$ cat config.mk
export PLATFORM = sky130hd
export DESIGN_NAME = uart_tx
export DESIGN_NICKNAME = d
export VERILOG_FILES = /design/src/rtl/uart_tx_pkg.sv /design/src/rtl/uart_tx.sv
export SDC_FILE = /design/constraint.sdc
export NUM_CORES = 1
export LEC_CHECK = 0
export ABC_AREA = 0
export CAP_MARGIN = 20
export CORE_MARGIN = 2
export CORE_UTILIZATION = 34
export DETAILED_ROUTE_END_ITERATION = 6
export GPL_TIMING_DRIVEN = 0
export PLACE_DENSITY = 0.56
export SYNTH_ARGS = -nofsm -noshare
export SYNTH_HDL_FRONTEND = slang
export SYNTH_SLANG_ARGS = --single-unit
$ cat constraint.sdc
create_clock -name clk -period 1.76 [get_ports clk]
set_input_delay 0.528 -clock clk [delete_from_list [all_inputs] [get_ports clk]]
set_output_delay 0.528 -clock clk [all_outputs]
set_load 0.01 [all_outputs]
$ cat src/rtl/uart_tx_pkg.sv
// Shared UART definitions: FSM state encoding, oversampling ratio and frame-format defaults.
package uart_tx_pkg;

  typedef enum logic [2:0] {
    IDLE   = 3'd0,
    START  = 3'd1,
    DATA   = 3'd2,
    PARITY = 3'd3,
    STOP   = 3'd4
  } state_e;

  localparam int OVERSAMPLE      = 16;
  localparam int DBIT_DEFAULT    = 8;
  localparam int SB_TICK_DEFAULT = 16;

endpackage

$ cat src/rtl/uart_tx.sv
// UART transmitter. Start bit, DBIT data bits LSB first, optional parity and stop bit(s).
// A one-entry holding buffer lets the next byte queue during a frame, so frames go out back to back.
module uart_tx
  import uart_tx_pkg::*;
#(
  parameter int DBIT       = DBIT_DEFAULT,
  parameter int SB_TICK    = SB_TICK_DEFAULT,
  parameter int PARITY_EN  = 0,
  parameter int PARITY_ODD = 0
) (
  input  logic            clk,
  input  logic            reset,
  input  logic            s_tick,
  input  logic            tx_start,
  input  logic [DBIT-1:0] din,
  output logic            tx_ready,
  output logic            tx,
  output logic            tx_done_tick
);

  localparam int   BCW     = (DBIT > 1) ? $clog2(DBIT) : 1;
  localparam int   SBW     = (SB_TICK > 1) ? $clog2(SB_TICK) : 1;
  localparam logic PAR_ODD = 1'(PARITY_ODD != 0);

  state_e          state_q, state_d;
  logic [3:0]      tick_cnt_q, tick_cnt_d;
  logic [BCW-1:0]  bit_cnt_q, bit_cnt_d;
  logic [SBW-1:0]  sb_cnt_q, sb_cnt_d;
  logic [DBIT-1:0] shreg_q, shreg_d;
  logic [DBIT-1:0] buf_q, buf_d;
  logic            buf_full_q, buf_full_d;
  logic            parity_q, parity_d;
  logic            tx_q, tx_d;
  logic            tx_ready_q, tx_ready_d;
  logic            done_q, done_d;
  logic            load, consume, bit_last;

  always_comb begin
    state_d    = state_q;
    tick_cnt_d = tick_cnt_q;
    bit_cnt_d  = bit_cnt_q;
    sb_cnt_d   = sb_cnt_q;
    shreg_d    = shreg_q;
    buf_d      = buf_q;
    buf_full_d = buf_full_q;
    parity_d   = parity_q;
    tx_d       = tx_q;
    done_d     = 1'b0;
    consume    = 1'b0;
    load       = tx_start && tx_ready_q;
    bit_last   = (tick_cnt_q == 4'(OVERSAMPLE - 1));

    if (s_tick) begin
      case (state_q)
        IDLE: begin
          tx_d    = 1'b1;
          consume = buf_full_q;
        end
        START: begin
          if (bit_last) begin
            tx_d       = shreg_q[0];
            bit_cnt_d  = '0;
            tick_cnt_d = '0;
            state_d    = DATA;
          end else begin
            tick_cnt_d = tick_cnt_q + 4'd1;
          end
        end
        DATA: begin
          if (bit_last) begin
            tick_cnt_d = '0;
            shreg_d    = shreg_q >> 1;
            if (bit_cnt_q == BCW'(DBIT - 1)) begin
              if (PARITY_EN != 0) begin
                tx_d    = parity_q;
                state_d = PARITY;
              end else begin
                tx_d     = 1'b1;
                sb_cnt_d = '0;
                state_d  = STOP;
              end
            end else begin
              bit_cnt_d = bit_cnt_q + BCW'(1);
              tx_d      = shreg_q[1];
            end
          end else begin
            tick_cnt_d = tick_cnt_q + 4'd1;
          end
        end
        PARITY: begin
          if (bit_last) begin
            tick_cnt_d = '0;
            tx_d       = 1'b1;
            sb_cnt_d   = '0;
            state_d    = STOP;
          end else begin
            tick_cnt_d = tick_cnt_q + 4'd1;
          end
        end
        STOP: begin
          if (sb_cnt_q == SBW'(SB_TICK - 1)) begin
            done_d = 1'b1;
            // A queued byte starts its start bit on this same tick, leaving no idle gap.
            if (buf_full_q) begin
              consume = 1'b1;
            end else begin
              tx_d    = 1'b1;
              state_d = IDLE;
            end
          end else begin
            sb_cnt_d = sb_cnt_q + SBW'(1);
          end
        end
        default: begin
          tx_d    = 1'b1;
          state_d = IDLE;
        end
      endcase
    end

    if (consume) begin
      shreg_d    = buf_q;
      parity_d   = (^buf_q) ^ PAR_ODD;
      buf_full_d = 1'b0;
      tx_d       = 1'b0;
      tick_cnt_d = '0;
      state_d    = START;
    end

    // Load and consume are mutually exclusive: tx_ready is only high while the buffer is empty.
    if (load) begin
      buf_d      = din;
      buf_full_d = 1'b1;
    end
    tx_ready_d = load ? 1'b0 : !buf_full_q;
  end

  always_ff @(posedge clk) begin
    if (reset) begin
      state_q    <= IDLE;
      tick_cnt_q <= '0;
      bit_cnt_q  <= '0;
      sb_cnt_q   <= '0;
      shreg_q    <= '0;
      buf_q      <= '0;
      buf_full_q <= 1'b0;
      parity_q   <= 1'b0;
      tx_q       <= 1'b1;
      tx_ready_q <= 1'b1;
      done_q     <= 1'b0;
    end else begin
      state_q    <= state_d;
      tick_cnt_q <= tick_cnt_d;
      bit_cnt_q  <= bit_cnt_d;
      sb_cnt_q   <= sb_cnt_d;
      shreg_q    <= shreg_d;
      buf_q      <= buf_d;
      buf_full_q <= buf_full_d;
      parity_q   <= parity_d;
      tx_q       <= tx_d;
      tx_ready_q <= tx_ready_d;
      done_q     <= done_d;
    end
  end

  assign tx           = tx_q;
  assign tx_ready     = tx_ready_q;
  assign tx_done_tick = done_q;

endmodule

After elaboration in Yosys (flattened, before gate mapping):

Cells that the tools add are included.

* bits in registers: 34
* output and inout bits: 3

* add/subtract/negate cells: 3
* bitwise logic cells: 3
* equality and inequality tests: 22
* reduce and logical (&&, ||, !) cells: 19
* mux-type cells: 40

Operators with widths (number)
* $mux 8: 4
* $mux 3: 9
* $mux 4: 5
* $ne 2x2->1 const B: 9
* $ne 3x3->1 const B: 6
* $mux 1: 17
* $reduce_and 8->1: 2
* $pmux 3 s5: 1
* $pmux 4 s3: 1
* $reduce_and 6->1: 2
* $reduce_bool 2->1: 5
* $add 4x1->4 const B: 2
* $eq 4x4->1 const B: 2
* $eq 3x2->1 const B: 2
* $eq 3x3->1 const B: 2
* $pmux 3 s2: 1
* $reduce_or 3->1: 2
* $reduce_and 5->1: 1
* $pmux 1 s4: 1
* $add 3x1->3 const B: 1
* $eq 3x1->1 const B: 1
* $logic_not 3->1: 1
* $not 1->1: 3
* $reduce_and 3->1: 1
* 6 further kinds: 6

Depth between registers and ports, before layout:

* depth after elaboration: 6
* mapped depth: 7

Worst setup path after synthesis:

Ideal clock, no wire load.

* path type: register to register
* from: register bit_cnt_q[0]
* to: register sb_cnt_q[1]
* arrival: 1626 ps
* path buffers: 0
* slack: 18 ps
* required time: 1644 ps
* stages on the path, launching flop included: 7
* clock period less this slack: 1742 ps
* path through: dfxtp_1 -> ha_1 -> ha_1 -> or3b_2 -> o21ai_0 -> nor3_1 -> a31o_2

* cells in the longest elaborated chain, start to end: 3

RTL lines
* start, declared: RTL line uart_tx.sv:27 `logic [BCW-1:0] bit_cnt_q, bit_cnt_d;`
* start signal, assigned: RTL line uart_tx.sv:154 `bit_cnt_q <= bit_cnt_d;`
* $eq 3x3->1: RTL line uart_tx.sv:73 `if (bit_cnt_q == BCW'(DBIT - 1)) begin`
* $ne 2x2->1 (no line)
* $reduce_and 6->1 (no line)
* end signal, assigned: RTL line uart_tx.sv:155 `sb_cnt_q <= sb_cnt_d;`
* end, declared: RTL line uart_tx.sv:28 `logic [SBW-1:0] sb_cnt_q, sb_cnt_d;`

Every way passes these cells.
A chain may end at the register's enable or synchronous reset.

Worst setup path after layout:

* from: register tx_ready_q, in the netlist tx_ready
* to: output tx_ready

RTL lines
* start, declared: RTL line uart_tx.sv:34 `logic tx_ready_q, tx_ready_d;`
* start signal, assigned: RTL line uart_tx.sv:161 `tx_ready_q <= tx_ready_d;`
* end, declared: RTL line uart_tx.sv:16 `output logic tx_ready,`

No word-level cell between the ends.

==> metrics.sh <==
GR_LAYER_USAGE_MET3_PCT=4.08
CLOCK_TREE.ROOT_CELL='sky130_fd_sc_hd__clkbuf_8'
GRT_START_MAX_NET_PINS=11
CRITICAL_PATH_PEAK_FANOUT=3
FIRST_GLOBAL_VIAS=1336
ANTENNA_FOUND_INITIAL=0
ANTENNA-DIODE-COUNT=0
DIE-WIDTH_UM=71.7
MAX-CLOCK-PATH-BUFFERS=2
VIA_COUNT=1352
TOTAL_POWER_mW=1.50
GRT.MET2_USAGE_PCT=22.8
DESIGN.DIE.AREA_SQ_UM=5140
LAYOUT_OVERHEAD_ON_THE_SYNTHESIZED_AREA_PCT=23.0
GRT_REMAINING_OVERFLOW=0
PLACE_AREA_SQ_UM=1750
CORE_REGION_AREA_SQ_UM=4380
LAYOUT_COMMON_CELLS='30 x sky130_fd_sc_hd__dfxtp_1, 25 x sky130_fd_sc_hd__nand2_1, 22 x sky130_fd_sc_hd__a21oi_1'
FINAL.SETUP.WORST_SLACK_NS=0.0591
CTS_TREE='yes'
GR-MAX-USAGE-LAYER='met2'
TIMING_WORST_SLEW_PIN_VALUE_NS=0.401
NETLIST_AREA_PRE_PLACE_SQ_UM=1560
HOLD-WORST-SLACK_NS=0.455
CPMAXSTAGEDELAYCELL='sky130_fd_sc_hd__clkdlybuf4s50_1'
CRITICAL_PATH_S_LARGEST_STAGE_DELAY_NS=0.55
FMAX_MHz=588
HPWLAFTERDP_UM=2460
POWER-PER-CELL-AREA_nW_PER_UM2=784
SYN-MEAN-INSTANCE-AREA_SQ_UM=8.61
SYNTHESIS.INSTANCES=181
POSTLAYOUTCELLAREA_SQ_UM=1920
PREVAILING_POST_SYNTH_REGISTER_CELL='sky130_fd_sc_hd__dfxtp_1'
POWER.LEAKAGE_nW=0.728
WORST_SETUP_PATH_START='tx_ready'
WORST_IR_DROP_VDD_uV=313
GRT_USE_MET1_PCT=16.7
SYNTH_NETS=197
LAYOUT.NETS=217
SYNTHDISTINCTLIBCELLS=41
SETUP.WORST_PATH.END_CLASS='primary output'
YS_ASYNC_RST_SHARE_PCT=0
FINALWIRELENGTH_UM=3310
WORST_EP_ARRIVAL_TIME_NS=1.17
CRIT_CHAIN='clkdlybuf4s50_1'
DRT_FIRST_ITER_VIOLATIONS=45
PLACE.PORT_BUFFERS=13
WORST-PATH-BUF-INV=1
GLOBAL_ROUTE_WIRE_LENGTH_BEFORE_REPAIR_UM=5710
NUMBER_OF_SETUP_VIOLATIONS_IN_THE_FINAL_REPORT=0
FLOORPLAN.DIE.HEIGHT_UM=71.7
LAYOUT_MIN_CYCLE_TIME_NS=1.70
SETUP.WORST_PATH.START_CLASS='flip-flop'
CTS-BUFFERS-INSERTED=5
YS_SEQ_AREA_SHARE_PCT=43.7
LAYOUT.CELLS.MOST_COMMON='sky130_fd_sc_hd__dfxtp_1'
CRITICAL_PATH_CLASS='flip-flop to primary output'
CRITPATHTOPFAMILY='buffers and inverters'
REGTOREGSTARTPOINT='tick_cnt_q[0]'
CLKSLEWWORSTSETUPHOLDPATHS_NS=0.06
INITIAL_CORE_UTIL_PCT=35.6
FIRST_PASS_ITERS=4
UNREPAIRED_SETUP_ENDPOINTS_AFTER_GLOBAL_ROUTING='false'
SLEW_VIOL_FINAL=0
FINALHOLDVIOLCOUNT=0
TRITONCTS_SINK_COUNT=34
PATH_CLASS_OF_THE_LOWEST_SLACK_MIN_DELAY_PATH='flip-flop to flip-flop'
WORSTHOLDSTART='buf_q[2]'
VIAS_PER_CELL=5.34
SYNTH.YOSYS.WARNINGS=0
GP_CONGESTION=0.786
REMAINING_ANTENNA_VIOLATION_COUNT=0
PLACEMENT.SETUP.WORST_SLACK_NS=-0.264
WORST_SKEW_PAIR.LATE_LATENCY_NS=0.29
POSTCTSSETUPREPAIRBUFS=0
FILL_CELLS=454
REQUIRED_NS=1.23
ROWS=24
POST-ROUTE-UTIL_PCT=43.8
LAYOUT-DRIVE-GT1-SHARE_PCT=15.4
ROUTEDWLPERCELL_UM=13.1
FIN_CRIT_SH_PCT=96.6
WORST_MAX_SLEW_MARGIN_EXPRESSED_RELATIVE_TO_THE_LIMIT_PCT=73.2
TIMING.MAX_CAP.VIOLATIONS=0
OUTCOME='completed'
DRT_DRC_VIOLATIONS_LEFT=0
IOS=15
POSTSYNTHREGISTERBITS=34
SKEW_NS=0.0117
GLOBAL_ROUTE.USAGE.TOTAL_PCT=14.2
H-TREE-DEPTH=2
SYNTH-EDFF-COUNT=0
-- layout make-up --
| type | count | area, sq um | area share [%] |
|---|---|---|---|
| sequential | 34 | 688 | 35.9 |
| timing repair buffer | 13 | 130 | 6.78 |
| clock buffer | 7 | 76.3 | 3.98 |
| multi-input combinational | 131 | 875 | 45.6 |
| buffer | 12 | 68.8 | 3.59 |
| inverter | 4 | 15.0 | 0.783 |
| tap | 52 | 65.1 | 3.39 |
-- worst min-delay path, cell delays in order (launching register included) --
cell and delay (ns):
sky130_fd_sc_hd__dfxtp_1 0.31, sky130_fd_sc_hd__nand2_1 0.05, sky130_fd_sc_hd__a21oi_1 0.05
-- routing by layer --
metal | vias to the layer above | routed length [um]
met1 | 626 | 1530
li1 | 690 | -
met3 | 8 | 134
met2 | 28 | 1560
met4 | 0 | 80
met5 | - | 0
-- cell usage after synthesis (all sizes together), types with 2 or more instances --
cell type / n / area (sq um)
nor2b: 3 / 18.8
nor2: 7 / 26.3
and3: 2 / 12.5
a31oi: 2 / 12.5
clkbuf: 5 / 20.0
nor3b: 3 / 33.8
nor3: 2 / 10.0
nand3: 10 / 50.1
nor4b: 2 / 17.5
or3: 3 / 18.8
a21oi: 22 / 110
nand2: 25 / 93.8
dfxtp: 34 / 681
mux2i: 8 / 80.1
a31o: 2 / 17.5
a22oi: 3 / 22.5
inv: 4 / 15.0
or2: 2 / 12.5
ha: 4 / 50.1
buf: 7 / 43.8
o21ai: 15 / 75.1
-- power breakdown --
group | switching (mW) | internal (mW) | total [mW] | leakage (nW)
clock | 0.267 | 0.272 | 0.539 | 0.0383
sequential | 0.0173 | 0.800 | 0.817 | 0.279
combinational | 0.0786 | 0.0689 | 0.148 | 0.410
-- state kept, by name, summed over array words and instances, names as in the netlist --
| register | cells |
|---|---|
| buf_full_q | 1 |
| state_q | 3 |
| shreg_q | 8 |
| tx_ready | 1 |
| tx | 1 |
| tx_done_tick | 1 |
| buf_q | 8 |
| tick_cnt_q | 4 |
| sb_cnt_q | 4 |
| bit_cnt_q | 3 |
-- timing repair --
item	CTS	global route
hold buffers	0	0
gates resized for setup	8	16
pin swaps	1	2
setup endpoints to repair	4	24
endpoints found under the hold margin	0	0
-- kinds of logic (layout without fill, tap and decap cells) --
| kind of cell | after synthesis | in the layout | synth area share, % |
|---|---|---|---|
| AOI/OAI and AO/OA | 56 | 56 | 22.0 |
| DFF | 34 | 34 | 43.7 |
| adders and majority gates | 4 | 4 | 3.21 |
| muxes | 8 | 8 | 5.14 |
| and+or+nand+nor | 62 | 62 | 20.4 |
| xor gates and xnor gates | 1 | 1 | 0.562 |
| buffers and inverters | 16 | 36 | 5.06 |
-- metrics by stage --
| step | setup TNS (ns) | std cells |
|---|---|---|
| global placement | -2.75 | 246 |
| global route | 0 | 253 |
| CTS | 0 | 253 |
| finish | 0 | 253 |
| floorplan | 0 | 181 |
| detailed placement | -3.42 | 246 |
-- path summary, 6_finish.rpt --
kind,to,slack (ns),depth (start not counted)
worst max-delay path,tx_ready,0.06,1
worst min-delay path,buf_q[2],0.45,2
worst max register to register,sb_cnt_q[2],0.07,6
worst min register to register,buf_q[2],0.45,2
(Power assumes the default switching activity.)
==> patch, RTL diff (same settings) <==
The package constant `SB_TICK_DEFAULT` goes from 16 to 32.
--- a/src/rtl/uart_tx_pkg.sv
+++ b/src/rtl/uart_tx_pkg.sv
@@ -11,7 +11,7 @@
 
   localparam int OVERSAMPLE      = 16;
   localparam int DBIT_DEFAULT    = 8;
-  localparam int SB_TICK_DEFAULT = 16;
+  localparam int SB_TICK_DEFAULT = 32;
 
 endpackage
 
Formal check against the unedited RTL: same outputs for any inputs over 10 cycles, from zero or initial values and one cycle with reset high; that may be too few to reach the edited logic, so the function may still have changed.
==> patch against the unedited design <==
  * Clock power grew 5.9%
  * Routed wire length increased by 17%
  * Global-route usage is 1.5 points higher
  * Non-clock buffer count rose by 3
  * Worst setup slack gained 0.0078 ns
  * Area after synthesis increased by 5.3%
  * Sequential cell count grew 1
  * Highest routed layer unchanged
  * Total power increased by 4.4%
  * Sequential share of layout area fell by 0.94 points
  * Final area increased by 5.5%
==> patch: results <==
[sta]
worst_pin_slew_ns = 0.514
hold_ws_ns = 0.459
skew_ns = 0.00256

[logic_synthesis]
synth-compound-area-share_pct = 19.4
synthAdderAreaFrac_pct = 3.81
synth_area_per_cell_um2 = 8.46
synthTopCellsByArea = "dfxtp_1, a21oi_1, nand2_1"
synth.area.mux_share_pct = 4.88
netlist_instances = 194
synth.top_cells.by_count = "dfxtp_1, nand2_1, a21oi_1"
synth_xor_area_share_pct = 0.534
seq_area_frac_synth_pct = 42.7
ys_types = 42
synthesis.nets = 211

[run_status]
outcome = "completed"

[setup_path]
arrival_ns = 1.91
critPathTopFamily = "simple AND/OR/NAND/NOR gates"
crit_fanout = 6
r2r_start = "bit_cnt_q[0]"
slowest_stage = "or4_1"
start_kind = "flop"
cp-end-kind = "flop"
cpPeakStageDelay_ns = 0.42

[layout]
buffers_excl_clock = 28
clock_cell_area_share_pct = 4.21
seq-cell-share_pct = 34.9
bufAreaShareNonClock_pct = 11.1
largestRegisters = "buf_q (8), shreg_q (8), sb_cnt_q (5)"
inverters = 2
nNetsFinal = 234
multi_input_comb_cells = 145
drive_above_1_share_pct = 14.2
fill_cells = 498
clkbuf_count = 6

[grt]
grt_use_total_pct = 15.7
grt_pass1_vias = 1304
grt_first_pass_wirelength_um = 6450
grt_max_degree = 12

[detailed_routing]
vias = 1442
drtIter0Drc = 74
routed_wl_um = 3860

[placed_design]
post-place-ws_ns = -0.569
dpl.cell_count = 261
dp_hpwl_um = 2680
placed_area_mm2 = 0.00184
place_congestion = 0.810

[power_and_ir_drop]
netSwitchingPower_uw = 399
p_per_area_mw_per_mm2 = 776
swShare_pct = 25.4

[min_path]
hold-path-endpoint = "shreg_q[7]"
hp-start = "buf_q[7]"

[clock_network]
cts_num_sinks = 35
patch: cell types whose count changed after synthesis, moves of 3 or more:
cell | before | now
nand4_1 | 0 | 3
o21ai_0 | 15 | 5
o21ai_1 | 0 | 3
nor2_1 | 7 | 13
buf_2 | 5 | 2
a211oi_1 | 1 | 9
nor3_1 | 2 | 6
nand2b_1 | 0 | 7
clkbuf_1 | 4 | 9
nand3_1 | 10 | 6
nor4_1 | 0 | 3
a21oi_1 | 22 | 18
patch: power by group through the flow:
| stage | Combinational, uW | Clock, uW | Sequential [uW] |
|---|---|---|---|
| after floorplan | 86.0 | 0 | 858 |
| after global placement | 143 | 0 | 863 |
| after detailed placement | 142 | 0 | 863 |
| after CTS | 152 | 601 | 845 |
| after global routing | 170 | 635 | 851 |
| final | 151 | 571 | 847 |
patch: metal layers:
layer | part of all wire [%] | global-route usage (%)
met1 | 53 | 22.8
met2 | 42 | 22.2
met3 | 3.2 | 4.39
met4 | 1.7 | 5.45
met5 | 0 | 0
